==> config.mk <==
export PLATFORM = sky130hd
export DESIGN_NAME = pp_uart0_regif
export DESIGN_NICKNAME = d
export VERILOG_FILES = /design/src/rtl/pp_uart_regif_pkg.sv /design/src/rtl/pp_soft_rst_gen.sv /design/src/rtl/pp_uart0_regif.sv
export SDC_FILE = /design/constraint.sdc
export NUM_CORES = 1
export LEC_CHECK = 0
export BUFFER_PORTS_ARGS = -buffer_cell sky130_fd_sc_hd__buf_2
export CAP_MARGIN = 20
export CORE_MARGIN = 1.5
export CORE_UTILIZATION = 52
export CTS_CLUSTER_SIZE = 12
export DETAILED_ROUTE_END_ITERATION = 12
export PLACE_DENSITY = 0.81
export SYNTH_ARGS = -nofsm -noshare
export SYNTH_HDL_FRONTEND = slang
export SYNTH_SLANG_ARGS = --single-unit
==> constraint.sdc <==
create_clock -name clk -period 2.5 [get_ports clk]
set_input_delay 0.5 -clock clk [delete_from_list [all_inputs] [get_ports clk]]
set_output_delay 0.5 -clock clk [all_outputs]
set_load 0.005 [all_outputs]
==> src/rtl/pp_uart_regif_pkg.sv <==
// Shared definitions for the UART0 register interface.
// Register map, bit positions, reset constants, FSM encoding.
// No logic; no latency or backpressure of its own.
package pp_uart_regif_pkg;

    localparam logic [3:0] ADDR_TXDATA = 4'h0;
    localparam logic [3:0] ADDR_RXDATA = 4'h1;
    localparam logic [3:0] ADDR_CTRL   = 4'h2;
    localparam logic [3:0] ADDR_BAUD   = 4'h3;
    localparam logic [3:0] ADDR_STATUS = 4'h4;
    localparam logic [3:0] ADDR_TXLVL  = 4'h5;
    localparam logic [3:0] ADDR_RXLVL  = 4'h6;
    localparam logic [3:0] ADDR_IRQ_EN = 4'h7;
    localparam logic [3:0] ADDR_RX_THR = 4'h8;

    localparam int CTRL_DATA_LSB  = 0;
    localparam int CTRL_STOP_BIT  = 2;
    localparam int CTRL_CHECK_LSB = 3;
    localparam int CTRL_SRST_BIT  = 15;

    localparam int STS_TX_WRFULL  = 0;
    localparam int STS_TX_RDEMPTY = 1;
    localparam int STS_RX_WRFULL  = 2;
    localparam int STS_RX_RDEMPTY = 3;
    localparam int STS_TX_ERROR   = 4;
    localparam int STS_RX_ERROR   = 5;
    localparam int STS_IRQ        = 6;

    localparam int IRQ_RX_LVL   = 0;
    localparam int IRQ_TX_EMPTY = 1;
    localparam int IRQ_ERR      = 2;

    localparam logic [1:0] DATA_FLAG_RST = 2'b11;
    localparam logic [8:0] RX_THR_RST    = 9'd1;

    typedef enum logic [1:0] {
        ST_IDLE,
        ST_POP,
        ST_LATCH,
        ST_ACK
    } state_t;

endpackage

==> src/rtl/pp_soft_rst_gen.sv <==
// Active-low soft reset pulse generator with load/reload counter.
// Pulse starts the cycle after a trigger and lasts CYCLES cycles.
// A trigger while active reloads the counter; no backpressure.
module pp_soft_rst_gen #(
    parameter int CYCLES = 4
) (
    input  logic clk,
    input  logic rst,
    input  logic i_trig,
    output logic o_soft_rst
);

    logic [3:0] r_cnt;

    always_ff @(posedge clk or negedge rst) begin
        if (!rst) begin
            r_cnt <= '0;
        end else if (i_trig) begin
            r_cnt <= 4'(CYCLES);
        end else if (r_cnt != '0) begin
            r_cnt <= r_cnt - 4'd1;
        end
    end

    assign o_soft_rst = (r_cnt == '0);

endmodule

==> src/rtl/pp_uart0_regif.sv <==
// Slave-bus register interface for the UART0 wrapper: config, FIFO strobes, irq.
// bus_ready at T+1 for ordinary accesses, T+3 for an RXDATA pop.
// Master holds the request until bus_ready; FIFO full/empty is never gated.
module pp_uart0_regif
    import pp_uart_regif_pkg::*;
#(
    parameter int BAUD_RST        = 434,
    parameter int SOFT_RST_CYCLES = 4
) (
    input  logic        clk,
    input  logic        rst,
    input  logic        bus_cs,
    input  logic        bus_we,
    input  logic [3:0]  bus_addr,
    input  logic [15:0] bus_wdata,
    output logic [15:0] bus_rdata,
    output logic        bus_ready,
    output logic        irq,
    output logic        soft_rst,
    output logic        tx_fifo_wrreq,
    output logic [7:0]  tx_fifo_data,
    output logic        rx_fifo_rdreq,
    input  logic [7:0]  rx_fifo_q,
    input  logic [8:0]  tx_fifo_wrusedw,
    input  logic [8:0]  rx_fifo_rdusedw,
    input  logic        tx_fifo_wrfull,
    input  logic        tx_fifo_rdempty,
    input  logic        rx_fifo_wrfull,
    input  logic        rx_fifo_rdempty,
    input  logic        tx_error,
    input  logic        rx_error,
    output logic [1:0]  uart_data_flag,
    output logic        uart_stop_flag,
    output logic [1:0]  uart_check_flag,
    output logic [13:0] uart_baud_rate
);

    state_t      r_state, w_next;
    logic [1:0]  r_data_flag, r_check;
    logic        r_stop;
    logic [13:0] r_baud;
    logic [2:0]  r_irq_en;
    logic [8:0]  r_rx_thr;
    logic [15:0] r_rdata;
    logic        r_tx_wrreq, r_pop_ok, r_irq;
    logic [7:0]  r_tx_data;

    logic        w_acc, w_wr, w_rd, w_tx_push, w_srst_trig, w_soft_rst;
    logic [2:0]  w_src;
    logic [15:0] w_status, w_rmux;
    logic        w_unused;

    assign w_acc       = (r_state == ST_IDLE) && bus_cs;
    assign w_wr        = w_acc && bus_we;
    assign w_rd        = w_acc && !bus_we;
    assign w_tx_push   = w_wr && (bus_addr == ADDR_TXDATA) && w_soft_rst;
    assign w_srst_trig = w_wr && (bus_addr == ADDR_CTRL) && bus_wdata[CTRL_SRST_BIT];
    assign w_unused    = &{1'b0, bus_wdata[14]};

    pp_soft_rst_gen #(.CYCLES(SOFT_RST_CYCLES)) u_soft_rst_gen (
        .clk        (clk),
        .rst        (rst),
        .i_trig     (w_srst_trig),
        .o_soft_rst (w_soft_rst)
    );

    always_comb begin
        w_next = r_state;
        case (r_state)
            ST_IDLE:  if (bus_cs) w_next = (!bus_we && bus_addr == ADDR_RXDATA) ? ST_POP : ST_ACK;
            ST_POP:   w_next = ST_LATCH;
            ST_LATCH: w_next = ST_ACK;
            ST_ACK:   w_next = ST_IDLE;
            default:  w_next = ST_IDLE;
        endcase
    end

    always_comb begin
        w_status                 = '0;
        w_status[STS_TX_WRFULL]  = tx_fifo_wrfull;
        w_status[STS_TX_RDEMPTY] = tx_fifo_rdempty;
        w_status[STS_RX_WRFULL]  = rx_fifo_wrfull;
        w_status[STS_RX_RDEMPTY] = rx_fifo_rdempty;
        w_status[STS_TX_ERROR]   = tx_error;
        w_status[STS_RX_ERROR]   = rx_error;
        w_status[STS_IRQ]        = r_irq;
    end

    // RXDATA is not muxed here: its data is captured later, in LATCH.
    always_comb begin
        w_rmux = '0;
        case (bus_addr)
            ADDR_CTRL:   w_rmux = {11'd0, r_check, r_stop, r_data_flag};
            ADDR_BAUD:   w_rmux = {2'd0, r_baud};
            ADDR_STATUS: w_rmux = w_status;
            ADDR_TXLVL:  w_rmux = {7'd0, tx_fifo_wrusedw};
            ADDR_RXLVL:  w_rmux = {7'd0, rx_fifo_rdusedw};
            ADDR_IRQ_EN: w_rmux = {13'd0, r_irq_en};
            ADDR_RX_THR: w_rmux = {7'd0, r_rx_thr};
            default:     w_rmux = '0;
        endcase
    end

    assign w_src[IRQ_RX_LVL]   = (r_rx_thr != '0) && (rx_fifo_rdusedw >= r_rx_thr);
    assign w_src[IRQ_TX_EMPTY] = tx_fifo_rdempty;
    assign w_src[IRQ_ERR]      = tx_error | rx_error;

    always_ff @(posedge clk or negedge rst) begin
        if (!rst) begin
            r_state <= ST_IDLE;
        end else begin
            r_state <= w_next;
        end
    end

    always_ff @(posedge clk or negedge rst) begin
        if (!rst) begin
            r_data_flag <= DATA_FLAG_RST;
            r_stop      <= 1'b0;
            r_check     <= 2'b00;
            r_baud      <= 14'(BAUD_RST);
            r_irq_en    <= '0;
            r_rx_thr    <= RX_THR_RST;
        end else if (w_wr) begin
            case (bus_addr)
                ADDR_CTRL: begin
                    r_data_flag <= bus_wdata[CTRL_DATA_LSB +: 2];
                    r_stop      <= bus_wdata[CTRL_STOP_BIT];
                    r_check     <= bus_wdata[CTRL_CHECK_LSB +: 2];
                end
                ADDR_BAUD:   r_baud   <= bus_wdata[13:0];
                ADDR_IRQ_EN: r_irq_en <= bus_wdata[2:0];
                ADDR_RX_THR: r_rx_thr <= bus_wdata[8:0];
                default: ;
            endcase
        end
    end

    always_ff @(posedge clk or negedge rst) begin
        if (!rst) begin
            r_rdata    <= '0;
            r_tx_wrreq <= 1'b0;
            r_tx_data  <= '0;
            r_pop_ok   <= 1'b0;
            r_irq      <= 1'b0;
        end else begin
            r_tx_wrreq <= w_tx_push;
            r_irq      <= |(r_irq_en & w_src);
            if (w_tx_push) r_tx_data <= bus_wdata[7:0];
            // Empty/suppressed pops still complete but must read as zero.
            if (r_state == ST_POP) r_pop_ok <= w_soft_rst && !rx_fifo_rdempty;
            if (w_rd) begin
                r_rdata <= w_rmux;
            end else if (w_wr) begin
                r_rdata <= '0;
            end else if (r_state == ST_LATCH) begin
                r_rdata <= r_pop_ok ? {8'h00, rx_fifo_q} : 16'h0000;
            end
        end
    end

    assign bus_rdata       = r_rdata;
    assign bus_ready       = (r_state == ST_ACK);
    assign irq             = r_irq;
    assign soft_rst        = w_soft_rst;
    assign tx_fifo_wrreq   = r_tx_wrreq;
    assign tx_fifo_data    = r_tx_data;
    assign rx_fifo_rdreq   = (r_state == ST_POP) && w_soft_rst;
    assign uart_data_flag  = r_data_flag;
    assign uart_stop_flag  = r_stop;
    assign uart_check_flag = r_check;
    assign uart_baud_rate  = r_baud;

endmodule
==> run metrics, run 1 <==
outcome finished clean; FP Rows 29; peak supply drop 0.548 mV; gr usage total 0.271; H-tree depth 3; post-synthesis register bit count 62; number of synthesized flops with an enable pin 0; CTS Buffer Depth 2; Post-DP HPWL just over 7000 um; period utilization 0.928; highest net fanout along the worst path 6; io pins 104; vias in the first global route 2928; Routed WL per cell about 19 um; Die Height 84.3 um; CP startpoint kind flip-flop; Final setup viols 0; yosys warns 0; Synth async-reset ratio 1.00; layout filler cell count 517; max-cap check violation count 0; number of buffers created by CTS 9; largest net degree at the start of global routing 28; critical path class reg -> out; clock root cell clkbuf_8; hold buffer count at CTS 0; Netlist cell types 55; Mapped Area about 3400 um^2; Vias/cell about 6; area of the multi-input gates 1730 um^2; initial antenna violation count 0; Routed Antenna Nets 0; R2R Path Start u_soft_rst_gen.r_cnt[0]; Worst-Margin Slew 656 ps; Leakage roughly 2.2 nW; Hold Slack 77.7 ps; drt first-iter violations 184; share of cells above drive strength 1 0.437; top_reg_cell synth dfrtp_1; post-route setup TNS 0 ps; unrepaired setup endpoints after global routing no; final layout net count 489; Overflow after GRT 0; starting density of the core 0.541; CP Capture Type output port; Data arrival, critical path 1820 ps; first-pass GRT wire length 15000 um; P&R area growth vs syn 24.1%; worst clock skew 8.33 ps; Worst Path Required about 2000 ps; cell accounting for the most synthesized area dfrtp_1; Power Density between 800 and 900 nW/um^2; Die Area 7100 um^2; top cells by area, synth dfrtp_1 39%, mux2_2 12%, dfstp_2 6.1%; f_max 431 MHz; post-CTS sizing 0; relative slew slack 0.557; Hold Crit Class in -> async; IO buf count 100; most numerous cell in the Yosys netlist dfrtp_1; Die W roughly 84 um; register area share after synthesis 0.455; core box area between 6000 and 7000 um^2; number of detailed-route iterations in the first pass 4; syn avg cell area 11.0 um^2; latest clock arrival within the worst-skew pair between 300 and 400 ps; fin. max-slew vios 0; TritonCTS Sinks 62; setup bufs post-CTS 0; crit path launch u_soft_rst_gen.r_cnt[0]; Reg clk slew, reported paths 80 ps; ANT cells 0; total power about 3.7 mW; GP Congestion 0.888; Hold Fails Final Rpt 0; Final Util 0.671; Reg area 1560 um^2; Syn Inst Count 312; DR vias 2956; CTS tree yes; Routed WL 9300 um; Residual DRC 0; most instantiated cells after synthesis 54 x dfrtp_1, 36 x mux2_2, 22 x a21oi_1, 17 x nand2_1, 16 x inv_1; Final min period around 2300 ps; Synth top area share 0.393
[cell type report]
| cell class | count | area share |
|---|---|---|
| repair buffers | 111 | 0.140 |
| multi-input cells | 218 | 0.405 |
| clock buffers | 9 | 0.0291 |
| clock inverters | 7 | 0.0229 |
| inverters | 16 | 0.0141 |
| well taps | 77 | 0.0226 |
| flip-flops and latches | 62 | 0.366 |
[cells in the final DEF (no fill, tap or decap), types with 3 or more instances in the layout]
cell	instances
buf_2	100
dfrtp_1	54
mux2_2	36
a21oi_1	22
nand2_1	17
inv_1	16
nor2_1	15
ha_1	15
a22o_1	14
nor2b_1	12
buf_4	10
clkbuf_8	9
mux2_4	8
dfstp_2	8
o21ai_0	6
a22oi_1	6
o22ai_1	6
nor3_1	5
a32oi_1	4
nand3_1	4
a211oi_1	3
a32o_1	3
[logic make-up (layout without fill, tap and decap cells)]
group,Yosys count,count (layout),share of synthesized area
compound gates,79,79,0.165
simple gates,76,76,0.122
flops,62,62,0.455
mux,45,45,0.156
buf+inv,33,143,0.0433
fa+ha+maj,15,15,0.0546
other cells,1,2,0.00109
xor+xnor,1,1,0.00255
[stage by stage]
step	instance area (um^2)	setup WS (ps)	cells
2_1_floorplan	3440	513	313
3_3_place_gp	4040	287	484
3_5_place_dp	4040	220	484
4_1_cts	4260	172	500
5_1_grt	4260	62.1	500
6_report	4260	181	500
[worst paths after layout]
| check | depth (start not counted) | to | slack, ps |
|---|---|---|---|
| hold reg to reg | 1 | bus_rdata[8] | 500 |
| hold / removal | 1 | r_rx_thr[7] | 80 |
| min in group clk | 2 | u_soft_rst_gen.r_cnt[3] | 370 |
| setup reg to reg | 7 | tx_fifo_data[4] | 350 |
| setup / recovery | 7 | rx_fifo_rdreq | 180 |
| max in group asynchronous | 2 | uart_baud_rate[1] | 1760 |
[critical path, stage by stage, from the launching register on]
cell     delay, ps
dfrtp_1        380
inv_1           90
ha_1           170
inv_1           70
or3_4          420
inv_1          120
and2_1         130
buf_2          100
[routing by layer]
metal / routed length, um / track usage / part of all wire
met4: 252 / 0.124 / 0.027
met3: 511 / 0.0492 / 0.055
met2: 4520 / 0.428 / 0.49
met5: 0 / 0 / 0
met1: 4010 / 0.366 / 0.43
[sequential cells by signal, summed over array words and instances (netlist names)]
name	cells
irq	1
bus_rdata	14
r_irq_en	3
uart_data_flag	2
r_rx_thr	9
uart_check_flag	2
tx_fifo_wrreq	1
uart_stop_flag	1
uart_baud_rate	14
r_pop_ok	1
u_soft_rst_gen.r_cnt	4
tx_fifo_data	8
r_state	2
[power breakdown]
group	internal, mW	switching (mW)	leakage [nW]	total, mW
Combinational	0.596	0.647	1.26	1.24
Clock	0.564	0.431	0.106	0.995
Sequential	1.26	0.198	0.809	1.46
(Power assumes the default switching activity.)
==> run 2, diff against run 1 <==
--- a/config.mk
+++ b/config.mk
@@ -5,13 +5,15 @@
 export SDC_FILE = /design/constraint.sdc
 export NUM_CORES = 1
 export LEC_CHECK = 0
+export ABC_AREA = 1
 export BUFFER_PORTS_ARGS = -buffer_cell sky130_fd_sc_hd__buf_2
 export CAP_MARGIN = 20
 export CORE_MARGIN = 1.5
-export CORE_UTILIZATION = 52
+export CORE_UTILIZATION = 53
+export CTS_BUF_LIST = sky130_fd_sc_hd__clkbuf_8
 export CTS_CLUSTER_SIZE = 12
 export DETAILED_ROUTE_END_ITERATION = 12
-export PLACE_DENSITY = 0.81
+export PLACE_DENSITY = 0.82
 export SYNTH_ARGS = -nofsm -noshare
 export SYNTH_HDL_FRONTEND = slang
 export SYNTH_SLANG_ARGS = --single-unit
==> run 2 against run 1 <==
Net effect: clock skew is 3.0 ps higher; setup slack improved by 43 ps; critical path depth did not move; global-route usage shrank 1.4 points; clock-buffer cell count grew 1; final cell count is 23% higher; via count up 9.9%; critical path type unchanged.
==> run metrics, run 2 <==
post-CTS sizing 0 (unchanged); relative slew slack 0.616 (was 0.557); area of the multi-input gates 1560 um^2 (was 1730 um^2); largest net degree at the start of global routing 33 (was 28); cell accounting for the most synthesized area dfrtp_1 (unchanged); Hold Crit Class in -> async (unchanged); Reg clk slew, reported paths 70 ps (was 80 ps); share of cells above drive strength 1 0.280 (was 0.437); Hold Fails Final Rpt 0 (unchanged); Die Area 6930 um^2 (was 7100 um^2); DR vias 3248 (was 2956); layout filler cell count 577 (was 517); Final Non-Filler Cells 613 (was 500); peak supply drop 0.541 mV (was 0.548 mV); unrepaired setup endpoints after global routing no (unchanged); highest net fanout along the worst path 7 (was 6); register area share after synthesis 0.457 (was 0.455); TritonCTS Sinks 62 (unchanged); most numerous cell in the Yosys netlist nand2_1 (was dfrtp_1); CTS tree yes (unchanged); hold buffer count at CTS 0 (unchanged); number of buffers created by CTS 9 (unchanged); Leakage 2.26 nW (was 2.17 nW); Final setup viols 0 (unchanged); setup slack at placement 530 ps (was 220 ps); clock root cell clkbuf_8 (unchanged); Residual DRC 0 (unchanged); yosys warns 0 (unchanged); top cells by area, synth dfrtp_1 40%, nand2_1 11%, dfstp_2 6.2% (was dfrtp_1 39%, mux2_2 12%, dfstp_2 6.1%); Die Height 83.3 um (was 84.3 um); post-synthesis register bit count 62 (unchanged); latest clock arrival within the worst-skew pair 340 ps (was 350 ps); max-cap check violation count 0 (unchanged); core box area 6280 um^2 (was 6350 um^2); total power 3.64 mW (was 3.69 mW); top_reg_cell synth dfrtp_1 (unchanged); vias in the first global route 3092 (was 2928); Final min period 2280 ps (was 2320 ps); crit path launch u_soft_rst_gen.r_cnt[0] (unchanged); fin. max-slew vios 0 (unchanged); worst clock skew 11.3 ps (was 8.33 ps); first-pass GRT wire length 14300 um (was 15000 um); ANT cells 0 (unchanged); critical path class reg -> out (unchanged); IO buf count 100 (unchanged); Worst-Margin Slew 574 ps (was 656 ps); Mapped Area 3410 um^2 (was 3430 um^2); outcome finished clean (unchanged); GP Congestion 0.941 (was 0.888); Post-DP HPWL 6430 um (was 7070 um); Routed WL per cell 13.9 um (was 18.6 um); Placement Cell Area 3940 um^2 (was 4040 um^2); Worst Path Required 2000 ps (about the same); final layout net count 602 (was 489); Die W 83.3 um (was 84.3 um); Syn Inst Count 429 (was 312); Vias/cell 5.30 (was 5.91); FP Rows 29 (unchanged); io pins 104 (unchanged); Routed WL 8520 um (was 9300 um); initial antenna violation count 0 (unchanged); dpl cells 597 (was 484); setup bufs post-CTS 0 (unchanged); Routed Antenna Nets 0 (unchanged); commonest cells after routing, fill and taps aside 100 x nand2_1, 100 x buf_2, 54 x dfrtp_1, 49 x inv_1, 41 x nand3_1 (was 100 x buf_2, 54 x dfrtp_1, 36 x mux2_2, 22 x a21oi_1, 17 x nand2_1); syn avg cell area 7.96 um^2 (was 11.0 um^2); drt first-iter violations 209 (was 184); CTS Buffer Depth 2 (unchanged); R2R Path Start r_state[0] (was u_soft_rst_gen.r_cnt[0]); CP Capture Type output port (unchanged); number of synthesized flops with an enable pin 0 (unchanged); post-route setup TNS 0 ps (unchanged); P&R area growth vs syn 21.8% (was 24.1%); gr usage total 0.257 (was 0.271); Worst Setup Slack, final 224 ps (was 181 ps); CP startpoint kind flip-flop (unchanged); period utilization 0.910 (was 0.928); Data arrival, critical path 1780 ps (was 1820 ps); Netlist cell types 32 (was 55); H-tree depth 3 (unchanged); starting density of the core 0.544 (was 0.541); Synth async-reset ratio 1.00 (unchanged); Overflow after GRT 0 (unchanged); number of detailed-route iterations in the first pass 5 (was 4); most instantiated cells after synthesis 100 x nand2_1, 54 x dfrtp_1, 46 x inv_1, 41 x nand3_1, 40 x nor2_1 (was 54 x dfrtp_1, 36 x mux2_2, 22 x a21oi_1, 17 x nand2_1, 16 x inv_1); Reg area 1560 um^2 (unchanged); Synth top area share 0.396 (was 0.393); cell area after layout 4160 um^2 (was 4260 um^2); Power Density 875 nW/um^2 (was 867 nW/um^2); f_max 439 MHz (was 431 MHz)
## run 2: cell count changes after synthesis, sizes merged, moves of 5 or more
cell | previous run | this run
nand2 | 17 | 106
mux2 | 44 | 0
a21oi | 22 | 17
o21ai | 6 | 46
nor2 | 15 | 49
nand3 | 4 | 41
a31oi | 2 | 8
inv | 16 | 51
a22oi | 6 | 0
a22o | 14 | 0
nor2b | 12 | 0
o22ai | 6 | 0
## run 2: final cells by class
class / instances / area share
sequential: 62 / 0.375
multi-input combinational: 302 / 0.375
timing repair buffer: 104 / 0.128
inverter: 52 / 0.0469
clock buffer: 10 / 0.0331
tap: 77 / 0.0232
clock inverter: 6 / 0.0190
## run 2: metal layers
metal | up-vias | wire, um | track usage
met5 | - | 0 | 0
li1 | 1605 | - | -
met1 | 1491 | 3770 | 0.348
met2 | 128 | 3940 | 0.407
met3 | 24 | 575 | 0.0497
met4 | 0 | 230 | 0.108
## run 2: per-stage QoR
| step | utilization | hold WS (ps) |
|---|---|---|
| 2_1_floorplan | - | 204 |
| 3_3_place_gp | 0.628 | 461 |
| 3_5_place_dp | 0.628 | 470 |
| 4_1_cts | 0.663 | 193 |
| 5_1_grt | 0.663 | 207 |
| 6_report | 0.663 | 177 |
## run 2: path summary, 6_finish.rpt
check                                         end  slack [ps]  depth (start not counted)
worst max-delay path                rx_fifo_rdreq         220                          7
worst min-delay path               uart_stop_flag         180                          2
worst max register to register  uart_baud_rate[9]         540                          9
worst min register to register       bus_rdata[8]         480                          2
max in group asynchronous       uart_baud_rate[4]        1980                          2
min in group clk                         r_pop_ok         380                          2
## run 2: cell families after synthesis
kind of cell,after synthesis,share of synthesized area
AND/OR/NAND/NOR,206,0.270
AO/OA/AOI/OAI,78,0.127
buffers and inverters,66,0.0872
flip-flops,62,0.457
adder cells (fa/ha/maj),15,0.0550
XOR/XNOR,1,0.00257
other,1,0.00110
## run 2: report_power, final
group / total [mW] / switching (mW) / internal, mW
sequential: 1.49 / 0.181 / 1.30
clock: 0.948 / 0.370 / 0.578
combinational: 1.21 / 0.696 / 0.510
total: 3.64 / 1.25 / 2.39
## run 2: worst max-delay path: stages (launching register included)
cell and delay [ps]:
dfrtp_1 380, inv_1 110, ha_1 210, nand2_1 80, nor2_2 300, inv_1 140
nor2_1 110, buf_2 120
==> run 3, diff against run 2 <==
--- a/config.mk
+++ b/config.mk
@@ -8,12 +8,14 @@
 export ABC_AREA = 1
 export BUFFER_PORTS_ARGS = -buffer_cell sky130_fd_sc_hd__buf_2
 export CAP_MARGIN = 20
+export CELL_PAD_IN_SITES_DETAIL_PLACEMENT = 0
+export CELL_PAD_IN_SITES_GLOBAL_PLACEMENT = 1
 export CORE_MARGIN = 1.5
-export CORE_UTILIZATION = 53
+export CORE_UTILIZATION = 38
 export CTS_BUF_LIST = sky130_fd_sc_hd__clkbuf_8
 export CTS_CLUSTER_SIZE = 12
 export DETAILED_ROUTE_END_ITERATION = 12
-export PLACE_DENSITY = 0.82
+export PLACE_DENSITY_LB_ADDON = 0.1
 export SYNTH_ARGS = -nofsm -noshare
 export SYNTH_HDL_FRONTEND = slang
 export SYNTH_SLANG_ARGS = --single-unit
==> run 3 against run 2 <==
Net effect: routed wire length is 7.1% higher; sequential share of layout area shrank 0.30 points; maximum frequency is 2.5% higher; worst hold slack worse by 17 ps; utilization shrank 18 points; sequential power about the same; first-iteration DRC count down 33%; die area grew 38%; setup slack better by 56 ps; highest routed layer unchanged.
==> run metrics, run 3 (synthesis gave the netlist of run 2 again) <==
CTS Buffer Depth 2 (unchanged); Die W 97.8 um (was 83.3 um); CP startpoint kind flip-flop (unchanged); max-cap check violation count 0 (unchanged); final layout net count 601 (was 602); Hold Fails Final Rpt 0 (unchanged); setup bufs post-CTS 0 (unchanged); first-pass GRT wire length 14700 um (was 14300 um); drt first-iter violations 139 (was 209); most used cell, CP inv_1 (unchanged); CP Capture Type output port (unchanged); share of cells above drive strength 1 0.284 (was 0.280); Routed WL 9130 um (was 8520 um); Reg clk slew, reported paths 80 ps (was 70 ps); r2r setup slk 500 ps (was 540 ps); Routed WL per cell 14.2 um (was 13.9 um); Die Height 97.8 um (was 83.3 um); outcome finished clean (unchanged); grt peak-use layer met2 (unchanged); hold buffer count at CTS 0 (unchanged); Hold Crit Class in -> async (unchanged); Worst Path Required 2000 ps (about the same); post-route setup TNS 0 ps (unchanged); critical path class reg -> out (unchanged); Final min period 2220 ps (was 2280 ps); Final Util 0.481 (was 0.663); CTS tree yes (unchanged); Die Area 9560 um^2 (was 6930 um^2); worst clock skew 9.52 ps (was 11.3 ps); period utilization 0.888 (was 0.910); Post-DP HPWL 7070 um (was 6430 um); Overflow after GRT 0 (unchanged); highest net fanout along the worst path 7 (unchanged); met2 usage 0.324 (was 0.407); starting density of the core 0.392 (was 0.544); Residual DRC 0 (unchanged); Power Density 859 nW/um^2 (was 875 nW/um^2); slowest CP cell dfrtp_1 (unchanged); GR Util met1 0.263 (was 0.348); vias in the first global route 2913 (was 3092); fin. max-slew vios 0 (unchanged); IO buf count 100 (unchanged); post-CTS sizing 0 (unchanged); worst path cell trace inv_1 > ha_1 > nand2_1 > nor2_2 > inv_1 > nor2_1 > buf_2 (unchanged); Final setup viols 0 (unchanged); initial antenna violation count 0 (unchanged); DR vias 3059 (was 3248); Worst-Margin Slew 632 ps (was 574 ps); Leakage 2.24 nW (was 2.26 nW); setup slack at placement 479 ps (was 530 ps); largest net degree at the start of global routing 38 (was 33); ANT cells 0 (unchanged); Vias/cell 4.76 (was 5.30); peak supply drop 0.396 mV (was 0.541 mV); Worst Setup Slack, final 281 ps (was 224 ps); unrepaired setup endpoints after global routing no (unchanged); f_max 451 MHz (was 439 MHz); P&R area growth vs syn 22.8% (was 21.8%); number of cells on the worst reg-to-reg path 9 (unchanged); gr usage total 0.198 (was 0.257); FP Rows 34 (was 29); Placement Cell Area 3990 um^2 (was 3940 um^2); commonest cells after routing, fill and taps aside 100 x nand2_1, 100 x buf_2, 54 x dfrtp_1, 46 x inv_1, 41 x nand3_1 (was 100 x nand2_1, 100 x buf_2, 54 x dfrtp_1, 49 x inv_1, 41 x nand3_1); Routed Antenna Nets 0 (unchanged); latest clock arrival within the worst-skew pair 350 ps (was 340 ps); relative slew slack 0.579 (was 0.616); H-tree depth 3 (unchanged); GRT met3 Usage 0.0523 (was 0.0497); Crit path largest cell delay 380 ps (about the same); R2R Path Start r_state[1] (was r_state[0]); io pins 104 (unchanged); number of detailed-route iterations in the first pass 5 (unchanged); cell area after layout 4190 um^2 (was 4160 um^2); Data arrival, critical path 1720 ps (was 1780 ps); TritonCTS Sinks 62 (unchanged); GP Congestion 0.856 (was 0.941); core box area 8720 um^2 (was 6280 um^2); clock root cell clkbuf_8 (unchanged); crit path launch u_soft_rst_gen.r_cnt[0] (unchanged); number of buffers created by CTS 9 (unchanged); R2R Path End uart_baud_rate[13] (was uart_baud_rate[9])
==> run 3: changes by cell type in the layout (fill, tap and decap cells not counted), sizes merged <==
cell,change
clkinv,+2
buf,-1
bufinv,-1
clkbuf,-1
clkinvlp,+1
inv,-1
==> run 3: how the worst max path moves through the flow <==
| stage | end | slack, ps |
|---|---|---|
| floorplan | rx_fifo_rdreq | 850 |
| global placement | u_soft_rst_gen.r_cnt[3] | 510 |
| detailed placement | uart_baud_rate[10] | 480 |
| CTS | rx_fifo_rdreq | 250 |
| global route | rx_fifo_rdreq | 110 |
| finish | rx_fifo_rdreq | 280 |
==> run 3: metal layers <==
layer	routed length (um)	vias up
met4	93	0
met1	4330	1398
met3	318	8
li1	-	1593
met2	4380	60
met5	0	-
==> run 3: final cells by class <==
type	count	area, um^2
clock buffers	9	124
clock inverters	7	82.6
fillers	896	4530
inverters	52	195
multi-input cells	302	1560
flip-flops and latches	62	1560
well taps	108	135
repair buffers	103	536
==> run 3: report_power, final <==
| part | total (mW) | leakage [nW] | internal, mW | switching [mW] |
|---|---|---|---|---|
| sequential | 1.49 | 0.769 | 1.30 | 0.191 |
| combinational | 1.19 | 1.38 | 0.508 | 0.678 |
| clock | 0.922 | 0.0980 | 0.473 | 0.449 |
==> run 3: stage by stage <==
stage | hold WS, ps | instances | total power [mW]
floorplan | 204 | 430 | 2.24
global placement | 463 | 627 | 2.68
detailed placement | 467 | 627 | 2.72
CTS | 175 | 643 | 3.65
global route | 209 | 643 | 3.89
finish | 161 | 643 | 3.60
==> run 3: worst max-delay path, delay by kind of cell, from the launching register on <==
| family | cells | cell delay [ps] |
|---|---|---|
| AND/OR/NAND/NOR | 3 | 450 |
| flip-flops | 1 | 380 |
| buffers and inverters | 3 | 350 |
| adder cells (fa/ha/maj) | 1 | 200 |
